--- config.mk ---
export PLATFORM = sky130hd
export DESIGN_NAME = elevator_call_scheduler
export DESIGN_NICKNAME = d
export VERILOG_FILES = /design/src/rtl/elevator_call_scheduler.sv
export SDC_FILE = /design/constraint.sdc
export NUM_CORES = 1
export LEC_CHECK = 0
export BUFFER_PORTS_ARGS = -buffer_cell sky130_fd_sc_hd__buf_2
export CAP_MARGIN = 25
export CELL_PAD_IN_SITES_DETAIL_PLACEMENT = 1
export CELL_PAD_IN_SITES_GLOBAL_PLACEMENT = 1
export CORE_UTILIZATION = 30
export CTS_CLUSTER_SIZE = 8
export DETAILED_ROUTE_END_ITERATION = 10
export GPL_TIMING_DRIVEN = 0
export PLACE_DENSITY_LB_ADDON = 0.1
export SLEW_MARGIN = 25
export SYNTH_ARGS = -nofsm -noshare
export SYNTH_HDL_FRONTEND = slang
export SYNTH_SLANG_ARGS = --single-unit
--- constraint.sdc ---
create_clock -name clk -period 3.8 [get_ports clk]
set_input_delay 0.19 -clock clk [delete_from_list [all_inputs] [get_ports clk]]
set_output_delay 0.19 -clock clk [all_outputs]
set_load 0.05 [all_outputs]
--- src/rtl/elevator_call_scheduler.sv ---
// Call latching and SCAN scheduling for a 3-floor elevator car with door timing and emergency stop.
// Optional park-to-ground after PARK_CYC idle cycles is enabled by defining PARK_GROUND_EN.
module elevator_call_scheduler #(
    parameter int TRAVEL_CYC = 8,
    parameter int DOOR_CYC   = 4,
    parameter int PARK_CYC   = 16
) (
    input  logic       clk,
    input  logic       reset,
    input  logic       g_f,
    input  logic       f_f,
    input  logic       s_f,
    input  logic       emerg_in,
    output logic       emerg_out,
    output logic       move_up,
    output logic       move_down,
    output logic       door_open,
    output logic [2:0] pending,
    output logic [3:0] Disp_1,
    output logic [3:0] Disp_2
);

    localparam int TMAX = (TRAVEL_CYC > DOOR_CYC) ? TRAVEL_CYC : DOOR_CYC;
    localparam int TW   = $clog2(TMAX);
    localparam logic [TW-1:0] TRAVEL_LAST = TW'(TRAVEL_CYC - 1);
    localparam logic [TW-1:0] DOOR_LAST   = TW'(DOOR_CYC - 1);
    localparam logic DIR_UP = 1'b1;
    localparam logic DIR_DN = 1'b0;

    typedef enum logic [1:0] {
        ST_IDLE  = 2'd0,
        ST_MOVE  = 2'd1,
        ST_DOOR  = 2'd2,
        ST_EMERG = 2'd3
    } state_t;

    state_t        state_q, state_d;
    logic [1:0]    floor_q, floor_d;
    logic          dir_q, dir_d;
    logic [2:0]    pending_q, pending_d;
    logic [TW-1:0] timer_q, timer_d;
    logic          emerg_out_q, emerg_out_d;
    logic          move_up_q, move_up_d;
    logic          move_down_q, move_down_d;
    logic          door_open_q, door_open_d;
    logic [3:0]    disp_2_q, disp_2_d;

    logic [2:0]    calls_s;
    logic [2:0]    cur_oh_s;
    logic [1:0]    next_floor_s;
    logic [2:0]    next_oh_s;
    logic [2:0]    ahead_s;
    logic [2:0]    behind_s;
    logic          at_end_s;
    logic          park_go_s;

    function automatic logic [2:0] floor_onehot(input logic [1:0] f);
        case (f)
            2'd0:    floor_onehot = 3'b001;
            2'd1:    floor_onehot = 3'b010;
            2'd2:    floor_onehot = 3'b100;
            default: floor_onehot = 3'b000;
        endcase
    endfunction

    function automatic logic [2:0] above_mask(input logic [1:0] f);
        case (f)
            2'd0:    above_mask = 3'b110;
            2'd1:    above_mask = 3'b100;
            default: above_mask = 3'b000;
        endcase
    endfunction

    function automatic logic [2:0] below_mask(input logic [1:0] f);
        case (f)
            2'd0:    below_mask = 3'b000;
            2'd1:    below_mask = 3'b001;
            default: below_mask = 3'b011;
        endcase
    endfunction

    // Nearest latched floor strictly beyond f in direction d, 4'hF when none.
    function automatic logic [3:0] target_in_dir(input logic [2:0] p, input logic [1:0] f, input logic d);
        logic [2:0] a;
        logic [2:0] b;
        a = p & above_mask(f);
        b = p & below_mask(f);
        if (d == DIR_UP) begin
            if (a[1])      target_in_dir = 4'd1;
            else if (a[2]) target_in_dir = 4'd2;
            else           target_in_dir = 4'hF;
        end else begin
            if (b[1])      target_in_dir = 4'd1;
            else if (b[0]) target_in_dir = 4'd0;
            else           target_in_dir = 4'hF;
        end
    endfunction

    assign calls_s      = {s_f, f_f, g_f};
    assign cur_oh_s     = floor_onehot(floor_q);
    assign next_floor_s = (dir_q == DIR_UP) ? (floor_q + 2'd1) : (floor_q - 2'd1);
    assign next_oh_s    = floor_onehot(next_floor_s);
    assign ahead_s      = pending_q & ((dir_q == DIR_UP) ? above_mask(floor_q) : below_mask(floor_q));
    assign behind_s     = pending_q & ((dir_q == DIR_UP) ? below_mask(floor_q) : above_mask(floor_q));
    assign at_end_s     = (dir_q == DIR_UP) ? (next_floor_s == 2'd2) : (next_floor_s == 2'd0);

`ifdef PARK_GROUND_EN
    localparam int PW = $clog2(PARK_CYC + 1);
    logic [PW-1:0] idle_cnt_q, idle_cnt_d;
    logic          idle_ok_s;

    assign idle_ok_s = (state_q == ST_IDLE) && !emerg_in && (calls_s == 3'b000)
                       && (pending_q == 3'b000) && (floor_q != 2'd0);
    assign park_go_s = idle_ok_s && (idle_cnt_q == PW'(PARK_CYC - 1));

    // Idle counter: any call, emergency or leaving IDLE restarts it.
    always_comb begin
        idle_cnt_d = '0;
        if (idle_ok_s && !park_go_s) begin
            idle_cnt_d = idle_cnt_q + PW'(1);
        end else begin
            idle_cnt_d = '0;
        end
    end

    // Idle counter register.
    always_ff @(posedge clk or posedge reset) begin
        if (reset) begin
            idle_cnt_q <= '0;
        end else begin
            idle_cnt_q <= idle_cnt_d;
        end
    end
`else
    // Parking disabled: PARK_CYC only keeps the parameter list identical across builds.
    assign park_go_s = 1'b0 && (PARK_CYC > 0);
`endif

    // Next-state: emergency first, then per-state scheduling.
    always_comb begin
        state_d   = state_q;
        floor_d   = floor_q;
        dir_d     = dir_q;
        pending_d = pending_q;
        timer_d   = timer_q;
        if (emerg_in) begin
            state_d   = ST_EMERG;
            pending_d = 3'b000;
            timer_d   = '0;
        end else begin
            case (state_q)
                ST_IDLE: begin
                    pending_d = pending_q | (calls_s & ~cur_oh_s);
                    timer_d   = '0;
                    if (((calls_s | pending_q) & cur_oh_s) != 3'b000) begin
                        state_d   = ST_DOOR;
                        pending_d = pending_d & ~cur_oh_s;
                    end else if (pending_q != 3'b000) begin
                        state_d = ST_MOVE;
                        dir_d   = ((pending_q & above_mask(floor_q)) != 3'b000) ? DIR_UP : DIR_DN;
                    end else if (park_go_s) begin
                        state_d = ST_MOVE;
                        dir_d   = DIR_DN;
                    end else begin
                        state_d = ST_IDLE;
                    end
                end
                ST_MOVE: begin
                    pending_d = pending_q | calls_s;
                    if (timer_q == TRAVEL_LAST) begin
                        floor_d = next_floor_s;
                        timer_d = '0;
                        if ((pending_q & next_oh_s) != 3'b000) begin
                            state_d   = ST_DOOR;
                            pending_d = pending_d & ~next_oh_s;
                        end else if (at_end_s) begin
                            // End of shaft with nothing to serve (park arrival): stop, door stays shut.
                            state_d = ST_IDLE;
                        end else begin
                            state_d = ST_MOVE;
                        end
                    end else begin
                        timer_d = timer_q + TW'(1);
                    end
                end
                ST_DOOR: begin
                    pending_d = pending_q | (calls_s & ~cur_oh_s);
                    if ((calls_s & cur_oh_s) != 3'b000) begin
                        timer_d = '0;
                    end else if (timer_q == DOOR_LAST) begin
                        timer_d = '0;
                        if (ahead_s != 3'b000) begin
                            state_d = ST_MOVE;
                        end else if (behind_s != 3'b000) begin
                            state_d = ST_MOVE;
                            dir_d   = ~dir_q;
                        end else begin
                            state_d = ST_IDLE;
                        end
                    end else begin
                        timer_d = timer_q + TW'(1);
                    end
                end
                ST_EMERG: begin
                    state_d   = ST_IDLE;
                    pending_d = 3'b000;
                    timer_d   = '0;
                end
                default: begin
                    state_d   = ST_IDLE;
                    pending_d = 3'b000;
                    timer_d   = '0;
                end
            endcase
        end
    end

    // Moore outputs decoded from the next state so they land in flops alongside it.
    always_comb begin
        emerg_out_d = (state_d == ST_EMERG);
        door_open_d = (state_d == ST_DOOR) || (state_d == ST_EMERG);
        move_up_d   = (state_d == ST_MOVE) && (dir_d == DIR_UP);
        move_down_d = (state_d == ST_MOVE) && (dir_d == DIR_DN);
        case (state_d)
            ST_MOVE: disp_2_d = target_in_dir(pending_d, floor_d, dir_d);
            ST_DOOR: disp_2_d = {2'b00, floor_d};
            default: disp_2_d = 4'hF;
        endcase
    end

    // State, position and output registers.
    always_ff @(posedge clk or posedge reset) begin
        if (reset) begin
            state_q     <= ST_IDLE;
            floor_q     <= 2'd0;
            dir_q       <= DIR_UP;
            pending_q   <= 3'b000;
            timer_q     <= '0;
            emerg_out_q <= 1'b0;
            move_up_q   <= 1'b0;
            move_down_q <= 1'b0;
            door_open_q <= 1'b0;
            disp_2_q    <= 4'hF;
        end else begin
            state_q     <= state_d;
            floor_q     <= floor_d;
            dir_q       <= dir_d;
            pending_q   <= pending_d;
            timer_q     <= timer_d;
            emerg_out_q <= emerg_out_d;
            move_up_q   <= move_up_d;
            move_down_q <= move_down_d;
            door_open_q <= door_open_d;
            disp_2_q    <= disp_2_d;
        end
    end

    assign emerg_out = emerg_out_q;
    assign move_up   = move_up_q;
    assign move_down = move_down_q;
    assign door_open = door_open_q;
    assign pending   = pending_q;
    assign Disp_1    = {2'b00, floor_q};
    assign Disp_2    = disp_2_q;

endmodule

# After elaboration in Yosys (flattened, before gate mapping)

Index checks and enable logic that the tools add are counted.
Widths: inputs -> output; s select.

Bits in registers: 19
Bits of input ports: 6
Output and inout bits: 15
Logic and storage cells: 113

$add $sub $neg: 3
Equal/unequal tests: 13
Muxes and demuxes: 55
Bitwise gates (word level): 17
Reduce and logical (&&, ||, !) cells: 15

Operator list:

| kind                | count |
|---|---|
| $mux 3              | 15 |
| $and 3x3->3         | 10 |
| $pmux 3 s3          | 3 |
| $mux 2              | 11 |
| $reduce_bool 3->1   | 7 |
| $mux 4              | 5 |
| $mux 1              | 13 |
| $eq 2x2->1 const B  | 6 |
| $pmux 3 s2          | 2 |
| $pmux 3 s4          | 1 |
| $eq 2x1->1 const B  | 5 |
| $logic_not 2->1     | 4 |
| $pmux 2 s2          | 2 |
| $pmux 2 s4          | 1 |
| $pmux 4 s2          | 1 |
| $not 3->3           | 2 |
| $or 3x3->3          | 2 |
| $add 3x1->3 const B | 1 |
| $eq 3x2->1 const B  | 1 |
| $eq 3x3->1 const B  | 1 |
| $add 2x1->2 const B | 1 |
| $and 2x2->2         | 1 |
| $logic_and 1x1->1   | 2 |
| $not 1->1           | 2 |
| other kinds (4)     | 4 |

# Logic depth before layout (Yosys ltp)

Depth in word-level cells: 18
Depth in mapped cells: 12
Mapped depth without buffers: 12

# Worst setup path after synthesis

No wires, ideal clock.

Path type: reg2reg
Start point: register floor_q[0]
End point: register disp_2_q[1], in the netlist Disp_2[1]
Arrival: 2966 ps
Setup slack: 751 ps
Stages on the path, launching flop included: 11
Clock period less this slack: 3049 ps
Path through: dfrtp_1 > inv_2 > ha_1 > xnor2_1 > mux2i_1 > o22ai_1 > a31oi_1 > nor2_1 > a211o_1 > ha_1 > a221o_1

Word-level cells in the longest chain between the ends: 15
Elaborated cells on any way between the ends: 80
Classes of those cells: 2 x add/sub; 7 x eq/ne; 48 x mux; 14 x bitwise; 9 x reduce/logical

RTL lines:

| what                                               | line     | text |
|---|---|---|
| start, declared                                    | 38       | `logic [1:0] floor_q, floor_d;` |
| start signal, assigned                             | 246      | `floor_q <= floor_d;` |
| $sub 2x1->2, or another cell as far along          | 101      | `assign next_floor_s = (dir_q == DIR_UP) ? (floor_q + 2'd1) : (floor_q - 2'd1);` |
| $mux 2 / $pmux 3 s2 (equally long branches)        | 101, 67  |  |
| $eq 2x2->1, or another cell as far along           | 58, 105  |  |
| $pmux 3 s3 / $mux 3 (equally long branches)        | 58, 155  |  |
| $and 3x3->3, or another cell as far along          | 173      | `if ((pending_q & next_oh_s) != 3'b000) begin` |
| $reduce_bool 3->1, or another cell as far along    | 173      |  |
| $mux 3 / $and 3x3->3 (equally long branches)       | 173, 160 |  |
| $mux 3 / $reduce_bool 3->1 (equally long branches) | 170, 160 |  |
| $pmux 3 s4 / $mux 1 (equally long branches)        | 151, 160 |  |
| $mux 3 / $mux 1 (equally long branches)            | 146, 158 |  |
| $and 2x2->2 / $mux 1 (equally long branches)       | 87, 155  |  |
| $mux 4 / $pmux 1 s2 (equally long branches)        | 94, 151  |  |
| $mux 4 / $mux 1 (equally long branches)            | 93, 146  |  |
| $mux 4                                             | 88       | `if (d == DIR_UP) begin` |
| $pmux 4 s2 (*)                                     | 224      | `case (state_d)` |
| via disp_2_d[1]                                    | 46       | `logic [3:0] disp_2_q, disp_2_d;` |
| end signal, assigned                               | 254      | `disp_2_q <= disp_2_d;` |
| end, declared                                      | 46       |  |

Mark *: on every way through the listed nets, which the timed path passes. The rest lies on a longest branch. The select of a mux whose other input is x is not followed.

# Worst setup path in the final report

Start point: register floor_q[0]
End point: register disp_2_q[2], in the netlist Disp_2[2]

Word-level cells in the longest chain between the ends: 15
Elaborated cells on any way between the ends: 81
Classes of those cells: 2 x add/sub; 7 x eq/ne; 49 x mux; 14 x bitwise; 9 x reduce/logical

RTL lines:

| what                                               | line     | text |
|---|---|---|
| $sub 2x1->2, or another cell as far along          | 101      |  |
| $mux 2 / $pmux 3 s2 (equally long branches)        | 101, 67  |  |
| $eq 2x2->1, or another cell as far along           | 58, 105  |  |
| $pmux 3 s3 / $mux 3 (equally long branches)        | 58, 155  |  |
| $and 3x3->3, or another cell as far along          | 173      |  |
| $reduce_bool 3->1, or another cell as far along    | 173      |  |
| $mux 3 / $and 3x3->3 (equally long branches)       | 173, 160 |  |
| $mux 3 / $reduce_bool 3->1 (equally long branches) | 170, 160 |  |
| $pmux 3 s4 / $mux 1 (equally long branches)        | 151, 160 |  |
| $mux 3 / $mux 1 (equally long branches)            | 146, 158 |  |
| $and 2x2->2, or another cell as far along          | 87       | `b = p & below_mask(f);` |
| $mux 4, or another cell as far along               | 94       | `else if (b[0]) target_in_dir = 4'd0;` |
| $mux 4, or another cell as far along               | 93       | `if (b[1]) target_in_dir = 4'd1;` |
| $mux 4                                             | 88       |  |
| $pmux 4 s2 (*)                                     | 224      |  |
| via disp_2_d[2]                                    | 46       |  |

Marked as above.

==> results.toml <==
[routing]
drt_iter0_drc = 63
viasPerCell = 5.35
drt-total-wl_um = 3580
drc = 0
wl_per_cell_um = 16.4
first_pass_iters = 4
postRouteAntennaNets = 0
vias = 1166

[critical_path]
cp_max_fo = 9
crit_required_ns = 4.00
cp.arrival_ns = 3.37
worstSetupPathType = "flop to flop"
cp-end-kind = "flop"
critPathLaunchType = "flop"

[logic_synthesis]
synthTopCellsByCount = "13 x dfrtp_1, 12 x ha_1, 10 x a21oi_1"
synth.cell_area_um2 = 1310
synth-async-reset-ratio_pct = 100
netlist_instances = 145
syn_area_per_cell_um2 = 9.00
yosysWarnings = 0
synth_top_area_cell = "dfrtp_1"
synth_seq_cells = 17
synth_edf_count = 0
synthMostInstantiatedCell = "dfrtp_1"
synth_cell_types = 50
seq_area_frac_synth_pct = 33.0
synthFlopType = "dfrtp_1"
synthTopCellsByArea = "dfrtp_1 25%, ha_1 12%, dfstp_2 8.1%"
synth_top_area_share_pct = 24.9

[cts]
cts_setup_buffers = 0
clockBufferDepth = 2
ctsHoldBuffers = 0
ctsResizeCount = 0
clockRootBuffer = "clkbuf_8"
clkLatencyLatePin_ns = 0.26
cts_sinks = 17
cts_max_level = 1
numCtsBuffers = 3
cts_tree = "done"
path_clk_slew_ns = 0.07

[timing]
worstMarginPinSlew_ns = 0.663
fin_ws_ns = 0.626
timing.hold.ws_ns = 0.0204
drv_slew = 0
finalSetupViolations = 0
hold_viol_final = 0
fin_crit_ns = 3.17
max_freq_mhz = 315
maxSlewHeadroom_pct = 55.8
period_share_pct = 83.5
skew_ns = 0.00388
setup_tns_ns = 0
rsz0062_at_grt = "false"

[power]
swShare_pct = 36.0
leakage_nw = 0.703
p_clk_share_pct = 28.4
power_density_nw_per_um2 = 320
comb_power_share_pct = 28.9
sequentialPowerShare_pct = 42.8
ir_worst_vdd_mv = 0.190
intPower_uw = 309
power.switching_uw = 174

[outcome]
status = "finished clean"

[run]
drv_cap = 0

[floorplanning]
die_height_um = 68.0
rows = 23
initial_core_util_pct = 31.9
ios = 21
die_w_um = 68.0
core_um2 = 4090
dieArea_um2 = 4620

[finish]
num-fill-cells = 521
synthToLayoutAreaGrowth_pct = 15.5
n_antenna_cell = 0
post_layout_nonfiller_instances = 218
final_net_count = 187
drive_gt1_share_pct = 22.6

[place]
portBuffers = 18
place_inst = 214
place_ws_ns = 0.631
place_hpwl_um = 2850
place_congestion = 0.772

[min_path]
holdCritPathClass = "input port to async pin"

[grt]
antenna_found_initial = 0
grt_use_total_pct = 17.9
grt_pass1_vias = 1194
grt_max_degree = 18
grt_overflow_total = 0
grt_pass1_wl_um = 6080
==> cell type report <==
class / count / area (um^2) / share of cell area (%)
Buffer: 9 / 47.5 / 3.15
Clock buffer: 3 / 41.3 / 2.74
Clock inverter: 1 / 5.00 / 0.332
Inverter: 11 / 41.3 / 2.74
Multi-Input combinational cell: 109 / 790 / 52.4
Sequential cell: 17 / 430 / 28.5
Tap cell: 50 / 62.6 / 4.15
Timing Repair Buffer: 18 / 90.1 / 5.98
==> layer usage <==
layer	GRT usage, %	up-vias	share of wire (%)	routed length (um)
li1	-	573	-	-
met1	24.6	572	49	1750
met2	29.4	16	48	1720
met3	1.00	5	1.6	56
met4	6.25	0	1.5	52
met5	0	-	0	0
==> state kept, by name (all words and copies together) (netlist names) <==
signal     cells
Disp_2         3
pending        3
timer_q        3
floor_q        2
dir_q          1
door_open      1
emerg_out      1
move_down      1
move_up        1
state_q        1
==> power by group through the flow <==
stage	clock network [mW]	logic [mW]	registers, mW
finish	0.137	0.139	0.206
global route	0.149	0.152	0.209
CTS	0.144	0.140	0.206
detailed placement	0	0.140	0.209
global placement	0	0.138	0.209
floorplan	0	0.0680	0.246
==> placed cells by master, fill, tap and decap left out, types with 3 or more instances in the layout <==
cell type  instances
buf_2             20
dfrtp_1           13
ha_1              12
a21oi_1           10
inv_1              9
nor2_1             9
nand2_1            7
o21ai_1            6
a211oi_1           6
a31oi_1            5
nor2b_1            5
dfstp_2            4
clkbuf_1           4
o21ai_0            4
mux2i_1            3
and2_1             3
buf_4              3
clkbuf_8           3
==> critical path, stage by stage (launching register included) <==
cell and delay [ns]:
dfrtp_1 0.53, inv_2 0.15, ha_1 0.36, xnor2_1 0.40
mux2i_1 0.23, o22ai_1 0.12, a31oi_1 0.20, nor2_1 0.07
a211oi_1 0.31, ha_1 0.26, inv_1 0.10, a211oi_1 0.19
a211o_1 0.17
==> worst paths after layout <==
check / slack, ns / from / to / cells past startpoint
worst max register to register: 0.63 / floor_q[0]$_DFF_PP0_ / Disp_2[2]$_DFF_PP1_ / 12
min in group clk: 0.36 / g_f / pending[0]$_DFF_PP0_ / 5
max in group asynchronous: 3.35 / reset / state_q[0]$_DFF_PP0_ / 2
worst min register to register: 0.44 / timer_q[0]$_DFF_PP0_ / timer_q[0]$_DFF_PP0_ / 1
worst min-delay path: 0.02 / reset / timer_q[2]$_DFF_PP0_ / 2
worst max-delay path: 0.63 / floor_q[0]$_DFF_PP0_ / Disp_2[2]$_DFF_PP1_ / 12
==> stage by stage <==
| step | area [um^2] | utilization, % | power [mW] |
|---|---|---|---|
| after floorplan | 1310 | - | 0.314 |
| after global placement | 1460 | 35.8 | 0.347 |
| after CTS | 1510 | 36.9 | 0.491 |
| final | 1510 | 36.9 | 0.483 |
| after detailed placement | 1460 | 35.8 | 0.349 |
| after global routing | 1510 | 36.9 | 0.510 |
==> cells by family after synthesis <==
logic type,Yosys count,share of synthesized area (%)
AO/OA/AOI/OAI,49,26.5
XOR/XNOR,3,2.01
adder cells (fa/ha/maj),12,11.5
buffers and inverters,20,6.81
flip-flops,17,33.0
multiplexers,4,3.16
other,1,0.287
AND/OR/NAND/NOR,39,16.8
Power figures use the tool's default switching activity.
